===== config.mk =====
export PLATFORM = sky130hd
export DESIGN_NAME = bcd_frame_counter_display
export DESIGN_NICKNAME = d
export VERILOG_FILES = /design/src/rtl/bcd_frame_counter_display.sv
export SDC_FILE = /design/constraint.sdc
export NUM_CORES = 1
export LEC_CHECK = 0
export ABC_AREA = 1
export BUFFER_PORTS_ARGS = -buffer_cell sky130_fd_sc_hd__buf_4
export CAP_MARGIN = 20
export CORE_MARGIN = 2
export CORE_UTILIZATION = 50
export DETAILED_ROUTE_END_ITERATION = 10
export PLACE_DENSITY = 0.75
export SLEW_MARGIN = 5
export SYNTH_ARGS = -nofsm -noshare
export SYNTH_HDL_FRONTEND = slang
export SYNTH_SLANG_ARGS = --single-unit
export TNS_END_PERCENT = 10

===== constraint.sdc =====
create_clock -name clk -period 2 [get_ports clk]
set_input_delay 0 -clock clk [delete_from_list [all_inputs] [get_ports clk]]
set_output_delay 0 -clock clk [all_outputs]
set_load 0.03 [all_outputs]

===== src/rtl/bcd_frame_counter_display.sv =====
// bcd_frame_counter_display: N-digit decimal frame counter with an on-screen
// 7-segment renderer, running beside the VGA timing core on the pixel clock.
// Build option: define LEADING_ZERO_BLANK_EN to blank leading zero digits
// (the least-significant digit is always drawn).
module bcd_frame_counter_display #(
  parameter int         NUM_DIGITS      = 4,
  parameter int         FRAMES_PER_STEP = 20,
  parameter int         DIGIT_W_LOG2    = 4,
  parameter int         GAP             = 4,
  parameter int         SEG_T           = 3,
  parameter logic [5:0] FG_COLOR        = 6'b111111,
  parameter logic [5:0] BG_COLOR        = 6'b010101
) (
  input  logic                    clk,
  input  logic                    reset,
  input  logic [10:0]             x_px,
  input  logic [9:0]              y_px,
  input  logic [10:0]             x_origin,
  input  logic [9:0]              y_origin,
  input  logic                    enable,
  output logic [5:0]              color_px,
  output logic [4*NUM_DIGITS-1:0] count_bcd,
  output logic                    wrap
);

  localparam int D      = 2 ** DIGIT_W_LOG2;
  localparam int H      = 2 * D;
  localparam int W      = D - GAP;
  localparam int DIV_W  = (FRAMES_PER_STEP > 1) ? $clog2(FRAMES_PER_STEP) : 1;
  localparam int CELL_W = (NUM_DIGITS > 1) ? $clog2(NUM_DIGITS) : 1;
  localparam logic [DIV_W-1:0] DIV_LAST = DIV_W'(FRAMES_PER_STEP - 1);
  localparam logic [11:0]      BOX_W    = 12'(NUM_DIGITS * D);
  localparam logic [11:0]      BOX_H    = 12'(H);

  // Counter state
  logic                    start, tick, step, carry;
  logic [3:0]              dig;
  logic                    start_d, start_q;
  logic [DIV_W-1:0]        div_d, div_q;
  logic [4*NUM_DIGITS-1:0] count_d, count_q;
  logic                    wrap_d, wrap_q;

  // Render pipeline state
  logic [11:0]             dx, dy;
  logic                    in_box_d, in_box_q;
  logic [CELL_W-1:0]       cell_d, cell_q;
  logic [DIGIT_W_LOG2-1:0] u_d, u_q;
  logic [DIGIT_W_LOG2:0]   v_d, v_q;
  logic [3:0]              digit;
  logic                    blank, lit;
  logic [6:0]              mask, seg;
  int                      u_i, v_i;
  logic [5:0]              color_d, color_q;
`ifdef LEADING_ZERO_BLANK_EN
  logic                    run_zero;
  logic [NUM_DIGITS-1:0]   lead_zero;
`endif

  // Frame edge detect, frame divider and ripple-carry BCD increment.
  always_comb begin
    start   = (x_px == 11'd0) && (y_px == 10'd0);
    start_d = start;
    tick    = start & ~start_q;
    div_d   = div_q;
    count_d = count_q;
    wrap_d  = 1'b0;
    step    = 1'b0;
    carry   = 1'b1;
    dig     = 4'd0;
    if (tick && enable) begin
      if (div_q == DIV_LAST) begin
        div_d = '0;
        step  = 1'b1;
      end else begin
        div_d = div_q + DIV_W'(1);
      end
    end
    if (step) begin
      for (int i = 0; i < NUM_DIGITS; i++) begin
        dig = count_q[4*i +: 4];
        if (carry) begin
          if (dig == 4'd9) begin
            count_d[4*i +: 4] = 4'd0;
          end else begin
            count_d[4*i +: 4] = dig + 4'd1;
            carry             = 1'b0;
          end
        end
      end
      wrap_d = carry;
    end
  end

  // Counter registers; wrap is a single-cycle pulse on the all-nines rollover.
  always_ff @(posedge clk or posedge reset) begin
    if (reset) begin
      start_q <= 1'b0;
      div_q   <= '0;
      count_q <= '0;
      wrap_q  <= 1'b0;
    end else begin
      start_q <= start_d;
      div_q   <= div_d;
      count_q <= count_d;
      wrap_q  <= wrap_d;
    end
  end

  // S1: box test in 12-bit arithmetic so a box hanging off-screen never wraps.
  always_comb begin
    dx       = {1'b0, x_px} - {1'b0, x_origin};
    dy       = {2'b00, y_px} - {2'b00, y_origin};
    in_box_d = ({1'b0, x_px} >= {1'b0, x_origin}) && (dx < BOX_W) &&
               ({2'b00, y_px} >= {2'b00, y_origin}) && (dy < BOX_H);
    cell_d   = dx[DIGIT_W_LOG2 +: CELL_W];
    u_d      = dx[DIGIT_W_LOG2-1:0];
    v_d      = dy[DIGIT_W_LOG2:0];
  end

  // S2: pick the digit for this cell, test the glyph segments, choose a colour.
  always_comb begin
    digit = 4'd0;
    blank = 1'b0;
`ifdef LEADING_ZERO_BLANK_EN
    run_zero  = 1'b1;
    lead_zero = '0;
    for (int i = NUM_DIGITS - 1; i >= 0; i--) begin
      run_zero     = run_zero && (count_q[4*i +: 4] == 4'd0);
      lead_zero[i] = run_zero;
    end
`endif
    for (int i = 0; i < NUM_DIGITS; i++) begin
      if (int'(cell_q) == NUM_DIGITS - 1 - i) begin
        digit = count_q[4*i +: 4];
`ifdef LEADING_ZERO_BLANK_EN
        blank = lead_zero[i] && (i != 0);
`endif
      end
    end
    case (digit)
      4'd0:    mask = 7'b1111110;
      4'd1:    mask = 7'b0110000;
      4'd2:    mask = 7'b1101101;
      4'd3:    mask = 7'b1111001;
      4'd4:    mask = 7'b0110011;
      4'd5:    mask = 7'b1011011;
      4'd6:    mask = 7'b1011111;
      4'd7:    mask = 7'b1110000;
      4'd8:    mask = 7'b1111111;
      4'd9:    mask = 7'b1111011;
      default: mask = 7'b0000000;
    endcase
    u_i    = int'(u_q);
    v_i    = int'(v_q);
    seg[6] = (v_i < SEG_T);
    seg[5] = (u_i >= W - SEG_T) && (v_i < D);
    seg[4] = (u_i >= W - SEG_T) && (v_i >= D);
    seg[3] = (v_i >= H - SEG_T);
    seg[2] = (u_i < SEG_T) && (v_i >= D);
    seg[1] = (u_i < SEG_T) && (v_i < D);
    seg[0] = (v_i >= D - SEG_T) && (v_i < D);
    lit    = (u_i < W) && !blank && (|(seg & mask));
    if (!in_box_q) begin
      color_d = 6'b000000;
    end else if (lit) begin
      color_d = FG_COLOR;
    end else begin
      color_d = BG_COLOR;
    end
  end

  // Render pipeline registers: S1 geometry then S2 colour, two clocks total.
  always_ff @(posedge clk or posedge reset) begin
    if (reset) begin
      in_box_q <= 1'b0;
      cell_q   <= '0;
      u_q      <= '0;
      v_q      <= '0;
      color_q  <= 6'b000000;
    end else begin
      in_box_q <= in_box_d;
      cell_q   <= cell_d;
      u_q      <= u_d;
      v_q      <= v_d;
      color_q  <= color_d;
    end
  end

  assign color_px  = color_q;
  assign count_bcd = count_q;
  assign wrap      = wrap_q;

endmodule


* Yosys cells after proc, flatten, opt, wreduce, memory -nomap -nowiden
Memory sizes are Yosys's and may differ from the RTL's.
Cells that the tools add are included.
** Operators by class
- Mux-type cells :: 24
- Reductions and logical operators :: 18
- Equality and inequality tests :: 8
- Bitwise logic cells :: 3
- $lt $le $gt $ge :: 12
- Add/sub/neg operators :: 7
** Operators with widths (count)
- 2-to-1 mux 4 bit :: 8
- adder 4 x 1 -> 4 bit, second input constant :: 4
- equality test 4 bit, second input constant :: 4
- 2-to-1 mux 1 bit :: 13
- < comparator 12 x 6 -> 1 bit, second input constant :: 1
- < comparator 12 x 7 -> 1 bit, second input constant :: 1
- 2-to-1 mux 6 bit :: 2
- subtractor 11 x 11 -> 12 bit :: 1
- >= comparator 11 bit :: 1
- logical AND 1 bit :: 11
- zero test 11 bit :: 1
- subtractor 10 x 10 -> 11 bit :: 1
- >= comparator 10 bit :: 1
- >= comparator 5 bit, second input constant :: 2
- zero test 10 bit :: 1
- bitwise AND 7 bit :: 1
- OR reduction 7 bit :: 1
- AND reduction 2 bit :: 3
- adder 5 x 1 -> 5 bit, second input constant :: 1
- equality test 5 bit, second input constant :: 1
- >= comparator 5 x 4 -> 1 bit, second input constant :: 1
- < comparator 5 x 2 -> 1 bit, second input constant :: 1
- < comparator 5 bit, second input constant :: 1
- 2-to-1 mux 5 bit :: 1
- other kinds (8) :: 9
** Word-level totals
- Bits in registers :: 41
- Word-level logic and storage cells :: 85
- Output and inout port bits :: 23
- Input port bits :: 45
- Memories kept :: 1
- Memory bits (read-only) :: 112
** Memory list
- (name not given) :: depth 16, bits a word 7, rd ports 1, clocked after Yosys merged registers in 0, wr ports 0, RTL line 140 : case (digit)

* Logic depth before layout (Yosys ltp)
Gate-level depths: netlist of run 1.
- Depth after elaboration :: 12
- Gate-level depth with buffers :: 16
- Mapped depth without buffers :: 16

* Least setup slack after synthesis of run 1
No wires, ideal clock.
- Kind :: register -> register
- Start :: reg count_q[0] (netlist: count_bcd[0])
- End :: reg color_q[3] (netlist: color_px[3])
- Path buffers :: 0
- Slack :: 0.059 ns
- Library setup time :: 0.122 ns
- Required time :: 1.878 ns
- Clock period less this slack :: 1.941 ns
- Cell stages (with the launch flop) :: 15
- Data arrival time :: 1.819 ns
- Cells stage by stage :: dfrtp_1 inv_1 o31ai_1 inv_1 nand3_1 inv_1 ha_1 inv_1 nand3_1 nand2_1 nand2_1 nand3_1 nand2_1 nor2_1 a21oi_1
** Between the ends
- Cells in the longest elaborated chain, start to end :: 10
** Ends and longest elaborated chain
- start, declared :: RTL line 40 : logic [4*NUM_DIGITS-1:0] count_d, count_q;
- start signal, assigned :: RTL line 104 : count_q <= count_d;
- 2-to-1 mux 4 bit (4 in series) :: RTL line 133 : if (int'(cell_q) == NUM_DIGITS - 1 - i) begin
- memory (16 x 7 bit)
- bitwise AND 7 bit :: RTL line 162 : lit = (u_i < W) && !blank && (|(seg & mask));
- OR reduction 7 bit :: RTL line 162
- logical AND 1 bit :: RTL line 162
- 2-to-1 mux 6 bit :: RTL line 165 : end else if (lit) begin
- 2-to-1 mux 6 bit :: RTL line 163 : if (!in_box_q) begin
- end signal, assigned :: RTL line 185 : color_q <= color_d;
- end, declared :: RTL line 53 : logic [5:0] color_d, color_q;
Every way passes these cells.
A chain may end at the register's enable or synchronous reset.

* Worst setup path in the final report of run 1
- Start :: reg div_q[0]
- End :: reg count_q[10] (netlist: count_bcd[10])
** Between the ends
- Cells in the longest elaborated chain, start to end :: 4
** Ends and longest elaborated chain
- start, declared :: RTL line 39 : logic [DIV_W-1:0] div_d, div_q;
- start signal, assigned :: RTL line 103 : div_q <= div_d;
- equality test 5 bit :: RTL line 71 : if (div_q == DIV_LAST) begin
- 2-to-1 mux 1 bit :: RTL line 71
- 2-to-1 mux 1 bit :: RTL line 70 : if (tick && enable) begin
- AND reduction 2 bit (no source line)
Every way passes these cells.

==> results of run 1 <==
==> metrics by stage <==
stage	setup TNS [ns]	total power, W	std cells	hold WS (ns)	util
after floorplan	0	0.001310	488	0.1646	-
after global placement	0	0.001500	637	0.1371	0.6037
after detailed placement	0	0.001520	637	0.1470	0.6037
after CTS	0	0.002204	648	0.01549	0.6262
after global routing	-0.009614	0.002367	649	0.02534	0.6346
final	0	0.002226	649	0.01752	0.6346
==> worst register-to-register path: stages, from the launching register on <==
cell and delay, ns:
dfrtp_1 0.39, ha_1 0.22, inv_1 0.10, nor4_4 0.42, nand4_4 0.20, nor2_4 0.18, nand2_2 0.08, o21ai_2 0.11
nand2_1 0.06
==> final timing paths <==
| path | to | start | slack (ns) |
|---|---|---|---|
| max reg2reg | count_bcd[10] | div_q[0] | 0.13 |
| min in group asynchronous | div_q[2] | reset | 0.37 |
| min | v_q[1] | y_origin[1] | 0.02 |
| min reg2reg | color_px[4] | in_box_q | 0.40 |
| max in group asynchronous | cell_q[0] | reset | 1.27 |
| max | count_bcd[10] | div_q[0] | 0.13 |
==> power groups by stage <==
stage               clock, W  combinational, W  sequential, W
CTS                 0.000690          0.000691       0.000824
detailed placement         0          0.000682       0.000839
finish              0.000682          0.000715       0.000830
global placement           0          0.000666       0.000835
floorplan                  0          0.000480       0.000830
global route        0.000723          0.000809       0.000835
==> registers in the layout, indices dropped and copies added, names as in the netlist <==
| name | flops |
|---|---|
| start_q | 1 |
| wrap | 1 |
| v_q | 5 |
| in_box_q | 1 |
| u_q | 4 |
| color_px | 2 |
| div_q | 5 |
| cell_q | 2 |
| count_bcd | 16 |
==> metal layers <==
| metal | global-route usage | vias to the layer above | wire [µm] |
|---|---|---|---|
| met3 | 0.02952 | 19 | 359 |
| li1 | - | 1721 | - |
| met4 | 0.09233 | 0 | 202 |
| met2 | 0.4119 | 104 | 4106 |
| met1 | 0.2530 | 1585 | 3353 |
| met5 | 0 | - | 0 |
==> cells in the final DEF (no fill, tap or decap), types with 6 or more instances in the layout <==
cell,Yosys,final
nand3_2,4,8
inv_2,9,10
o21ai_1,8,8
clkbuf_8,0,6
nand3_1,52,48
buf_4,5,77
xnor2_1,6,6
xor2_1,16,16
dfrtp_1,37,36
a21oi_1,19,19
nor2_1,57,56
ha_1,28,27
nand2_1,100,100
nand4_1,10,10
inv_1,79,78
o21ai_0,10,10
nor2_4,4,6
==> cells by family after synthesis <==
logic type               after synthesis
XOR/XNOR                              22
buffers and inverters                 96
adder cells (fa/ha/maj)               30
flip-flops                            37
AO/OA/AOI/OAI                         51
AND/OR/NAND/NOR                      252
==> what timing repair did <==
action,4_1_cts,5_1_grt
buffers inserted,0,1
hold buffers,3,0
endpoints found under the hold margin,39,0
gates resized for setup,0,11
setup endpoints to repair,0,2
==> area by class of cell <==
type / instances / area [µm²]
fill: 577 / 2441
tap: 80 / 100.1
clock buffer: 6 / 82.58
sequential: 37 / 927.1
clock inverter: 2 / 37.54
timing repair buffer: 80 / 608.1
multi-input combinational: 355 / 2151
inverter: 89 / 334.1
==> impl_metrics.csv, run 1 <==
group,metric,value,unit
power,seq_power_share,0.373,
synthesis,synthAdderAreaFrac,0.1145,
synthesis,synth_xor_area_frac,0.05653,
worst_setup_path,cp-start-kind,"flop",
worst_setup_path,cp_slowest_stage_delay,0.42,ns
grt,grt_max_degree,38,
worst_setup_path,worstSetupEndpointType,"flop",
placed_design,place.gp.congestion,0.9067,
synthesis,synth_top_cell_by_area,"dfrtp_1",
power,combPwrFrac,0.321,
synthesis,synth_cells,488,
grt,grt_pass1_vias,3267,
sta,max_freq,533.7,MHz
synthesis,synth_edf_count,0,
floorplanning,start_util,0.5101,
power,vdd_drop_max,283.2,µV
clocking,cts_made_buffers,5,
sta,final.min_clock_period,1.874,ns
grt,grt_overflow,0,
clocking,cts_buffer_depth,2,
worst_setup_path,path_depth,8,
worst_setup_path,path_class,"flop to flop",
detailed_routing,dr.pass1.iters,4,
worst_setup_path,path_delay_family,"simple AND/OR/NAND/NOR gates",
placed_design,place_ws,0.07201,ns
detailed_routing,viasPerCell,5.284,
sta,worst_pin_slew,0.4532,ns
final_layout,diodes,0,
clocking,cts_tree,"done",
power,power.switching,0.0007297,W
detailed_routing,wirelength,8022,µm
synthesis,synth_area_leaders,"dfrtp_1 27%, nand2_1 11%, ha_1 10%, inv_1 8.7%, nand3_1 7.6%",
sta,slew_headroom,0.6956,
power,power_frac_clock,0.306,
synthesis,ys_types,41,
power,internal-power,0.001496,W
sta,post-route-period-util,0.9369,
synthesis,synth_area_per_cell,6.984,µm²
synthesis,ys_warn_count,0,
job,maxCapViolCount,0,
synthesis,muxShareOfSynthArea,0,
synthesis,syn_nets,563,
floorplanning,io_pins,68,
min_path,holdPathStages,3,
worst_setup_path,cp_data_required_time,2.18,ns
synthesis,syn_area,3408,µm²
sta,setup_ws,0.1262,ns
detailed_routing,num_vias,3429,
clocking,clk_latency,0.29,ns
synthesis,synth_top_area_frac,0.2717,
worst_setup_path,slowest_stage,"nor4_4",
floorplanning,die_x,86.56,µm
synthesis,synthFlopType,"dfrtp_1",
floorplanning,die_area,7493,µm²
final_layout,design_area,4240,µm²
clocking,cts_root_buf,"clkbuf_8",
worst_setup_path,r2r_cells,8,
clocking,cts_sinks,37,
worst_setup_path,cp.arrival,2.06,ns
power,p_sw_frac,0.3278,
synthesis,synth_top_family_by_area,"simple AND/OR/NAND/NOR gates",
worst_setup_path,path_max_fanout,5,
floorplanning,fp-row-count,30,
final_layout,fin_nets,643,
detailed_routing,wl_per_cell,12.36,µm
floorplanning,core-area,6681,µm²
synthesis,yosysMostFrequentCell,"nand2_1",
synthesis,yosys-top-cells-count,"100 x nand2_1, 79 x inv_1, 57 x nor2_1",
sta,hold_violations,0,
grt,grt_pass1_wl,13630,µm
detailed_routing,antenna_left,0,
sta,maxSlewViolCount,0,
synthesis,ys_seq_area_frac,0.2717,
grt,grt_usage,0.2217,
synthesis,synth_compound_area_frac,0.08700,
min_path,hold_path_class,"input port to flop",
synthesis,synth-simple-area-share,0.3590,
sta,setup_violations,0,
power,p_per_area,525.0,nW/µm²
worst_setup_path,crit_chain,"ha_1 -> inv_1 -> nor4_4 -> nand4_4 -> nor2_4 -> nand2_2 -> o21ai_2 -> nand2_1",
worst_setup_path,critPathBufInv,1,
synthesis,yosys_register_bits,37,
sta,skew,0.006803,ns
detailed_routing,drc,0,
final_layout,syn2layout_area_growth,24.41,%
clocking,clk_pin_slew,0.08,ns
placed_design,dpl_cell_area,4034,µm²
grt,antenna_found_initial,0,
power,leakagePower,2.293,nW
detailed_routing,dr.first_iter.drc_count,224,
clocking,htreeDepth,2,
floorplanning,die_h,86.56,µm
placed_design,dp_hpwl,6597,µm
synthesis,synthArstFlopShare,1.000,
final_layout,drive_gt1_frac,0.2285,
placed_design,io_buffers,67,
status,status,"finished clean",
(Power assumes the default switching activity.)
==> inputs of run 2 (changes only) <==
- PLACE_DENSITY: 0.75 -> unset
- PLACE_DENSITY_LB_ADDON: unset -> 0.15
==> run 2 against run 1 <==
Compared with the run above: register-to-register slack about the same; critical path depth increased by 6; power increased by 0.18%; worst hold slack improved by 0.0010 ns; final area about the same; highest routed layer unchanged.
==> impl_metrics.csv, run 2 (synthesized netlist as in run 1, its figures left out) <==
group,metric,value,unit
status,status,"finished clean",
grt,grt_pass1_wl,13280,µm
detailed_routing,wl_per_cell,12.19,µm
final_layout,syn2layout_area_growth,24.34,%
sta,max_freq,523.3,MHz
clocking,cts_root_buf,"clkbuf_8",
min_path,holdPathStages,2,
sta,setup_violations,0,
floorplanning,fp-row-count,30,
floorplanning,die_h,86.56,µm
power,seq_power_share,0.374,
worst_setup_path,crit_chain,"dlygate4sd3_1 -> buf_4 -> ha_1 -> inv_1 -> fa_1 -> nand3_1 -> nand3_1 -> nand2_1 -> nand3_1 -> nand2_1 -> nand3_1 -> nor2_1 -> nand3_1 -> nor2_1",
clocking,cts_sinks,37,
final_layout,finish.utilization,0.6343,
power,p_sw_frac,0.3240,
grt,grt_pass1_vias,3195,
power,power_frac_clock,0.302,
grt,grtUsageMet1,0.2648,
worst_setup_path,cp_slowest_stage_delay,0.55,ns
floorplanning,die_x,86.56,µm
clocking,htreeDepth,2,
worst_setup_path,cp.arrival,2.13,ns
sta,rsz0062_at_grt,"yes",
power,vdd_drop_max,227.5,µV
detailed_routing,viasPerCell,5.116,
sta,worst_pin_slew,0.4727,ns
clocking,cts_made_buffers,5,
floorplanning,io_pins,68,
min_path,hp-start,"x_px[1]",
grt,grt_util_met2,0.3993,
clocking,cts_tree,"done",
sta,skew,0.01118,ns
detailed_routing,drc,0,
worst_setup_path,path_max_fanout,2,
grt,antenna_found_initial,0,
min_path,min_to,"u_q[1]",
min_path,hold_path_class,"input port to flop",
detailed_routing,num_vias,3315,
final_layout,diodes,0,
worst_setup_path,reg2reg_to,"color_px[3]",
worst_setup_path,r2r_setup_slack,0.14,ns
grt,busiest_layer,"met2",
grt,grt_max_degree,38,
worst_setup_path,cp_data_required_time,2.21,ns
worst_setup_path,r2r_cells,14,
grt,grt_usage,0.2180,
worst_setup_path,worstSetupEndpointType,"flop",
placed_design,dp_hpwl,6403,µm
sta,final.min_clock_period,1.911,ns
detailed_routing,antenna_left,0,
grt,grt_overflow,0,
floorplanning,start_util,0.5101,
worst_setup_path,path_class,"input port to flop",
clocking,clk_latency,0.29,ns
sta,hold_violations,0,
final_layout,drive_gt1_frac,0.2254,
power,power.switching,0.0007225,W
clocking,clk_pin_slew,0.07,ns
power,internal-power,0.001508,W
final_layout,layout_common_cells,"99 x nand2_1, 78 x inv_1, 77 x buf_4, 56 x nor2_1, 50 x nand3_1",
placed_design,place_ws,0.05816,ns
clocking,cts_buffer_depth,2,
sta,setup_ws,0.08901,ns
detailed_routing,dr.first_iter.drc_count,113,
grt,met3_usage,0.02667,
sta,maxSlewViolCount,0,
worst_setup_path,r2r-start,"cell_q[1]",
sta,post-route-period-util,0.9555,
power,leakagePower,2.294,nW
worst_setup_path,critPathMostFrequentCell,"nand3_1",
power,p_per_area,526.3,nW/µm²
worst_setup_path,cp-start-kind,"input port",
sta,slew_headroom,0.6825,
placed_design,io_buffers,67,
job,maxCapViolCount,0,
final_layout,fin_nets,642,
floorplanning,die_area,7493,µm²
worst_setup_path,slowest_stage,"dlygate4sd3_1",
placed_design,place.gp.congestion,0.8679,
detailed_routing,dr.pass1.iters,4,
power,combPwrFrac,0.324,
final_layout,largest_reg_flops,16,
floorplanning,core-area,6681,µm²
detailed_routing,wirelength,7898,µm
final_layout,layout_commonest_cell,"nand2_1",
run 2: layer usage:
layer,routed length (µm),part of all wire,vias to the layer above
met5,0,0,-
met1,3497,0.44,1510
met3,272,0.034,8
li1,-,-,1720
met4,98,0.012,0
met2,4030,0.51,77
run 2: layout make-up:
cell class / instances / area, µm²
Fill cell: 603 / 2444
Multi-Input combinational cell: 355 / 2160
Sequential cell: 37 / 927.1
Timing Repair Buffer: 79 / 598.1
Inverter: 89 / 336.6
Tap cell: 80 / 100.1
Clock buffer: 7 / 86.33
Clock inverter: 1 / 30.03
run 2: repair_timing:
action	in CTS	in global routing
setup endpoints to repair	0	3
hold buffers	2	0
endpoints found under the hold margin	38	0
resized for setup	0	13
setup buffers	0	2
run 2: worst max path at each step:
stage	from	endpoint	slack (ns)	cells after the start
after floorplan	count_bcd[0]	color_px[3]	0.06	14
after global placement	cell_q[0]	color_px[3]	0.12	15
after detailed placement	cell_q[0]	color_px[3]	0.06	15
after CTS	cell_q[0]	color_px[3]	0.04	15
after global routing	cell_q[1]	color_px[3]	-0.03	14
final	x_origin[0]	in_box_q	0.09	14
run 2: power by group through the flow:
stage / combinational [W] / clock [W] / sequential [W]
global route: 0.000821 / 0.000711 / 0.000840
detailed placement: 0.000676 / 0 / 0.000839
global placement: 0.000665 / 0 / 0.000837
CTS: 0.000685 / 0.000681 / 0.000826
floorplan: 0.000480 / 0 / 0.000830
finish: 0.000723 / 0.000673 / 0.000834
run 2: metrics by stage:
step	total power [W]	hold WS (ns)	area [µm²]	setup TNS, ns	instances
after floorplan	0.001310	0.1646	3408	0	488
after global placement	0.001502	0.1487	4026	0	636
after detailed placement	0.001515	0.1461	4026	0	636
after CTS	0.002192	0.01106	4163	0	646
after global routing	0.002372	0.01091	4238	-0.02921	648
final	0.002230	0.01852	4238	0	648
run 2: worst max-delay path, delay by kind of cell:
kind,cells,cell delay (ns)
buf+inv,3,0.74
simple gates,9,0.84
fa+ha+maj,2,0.55
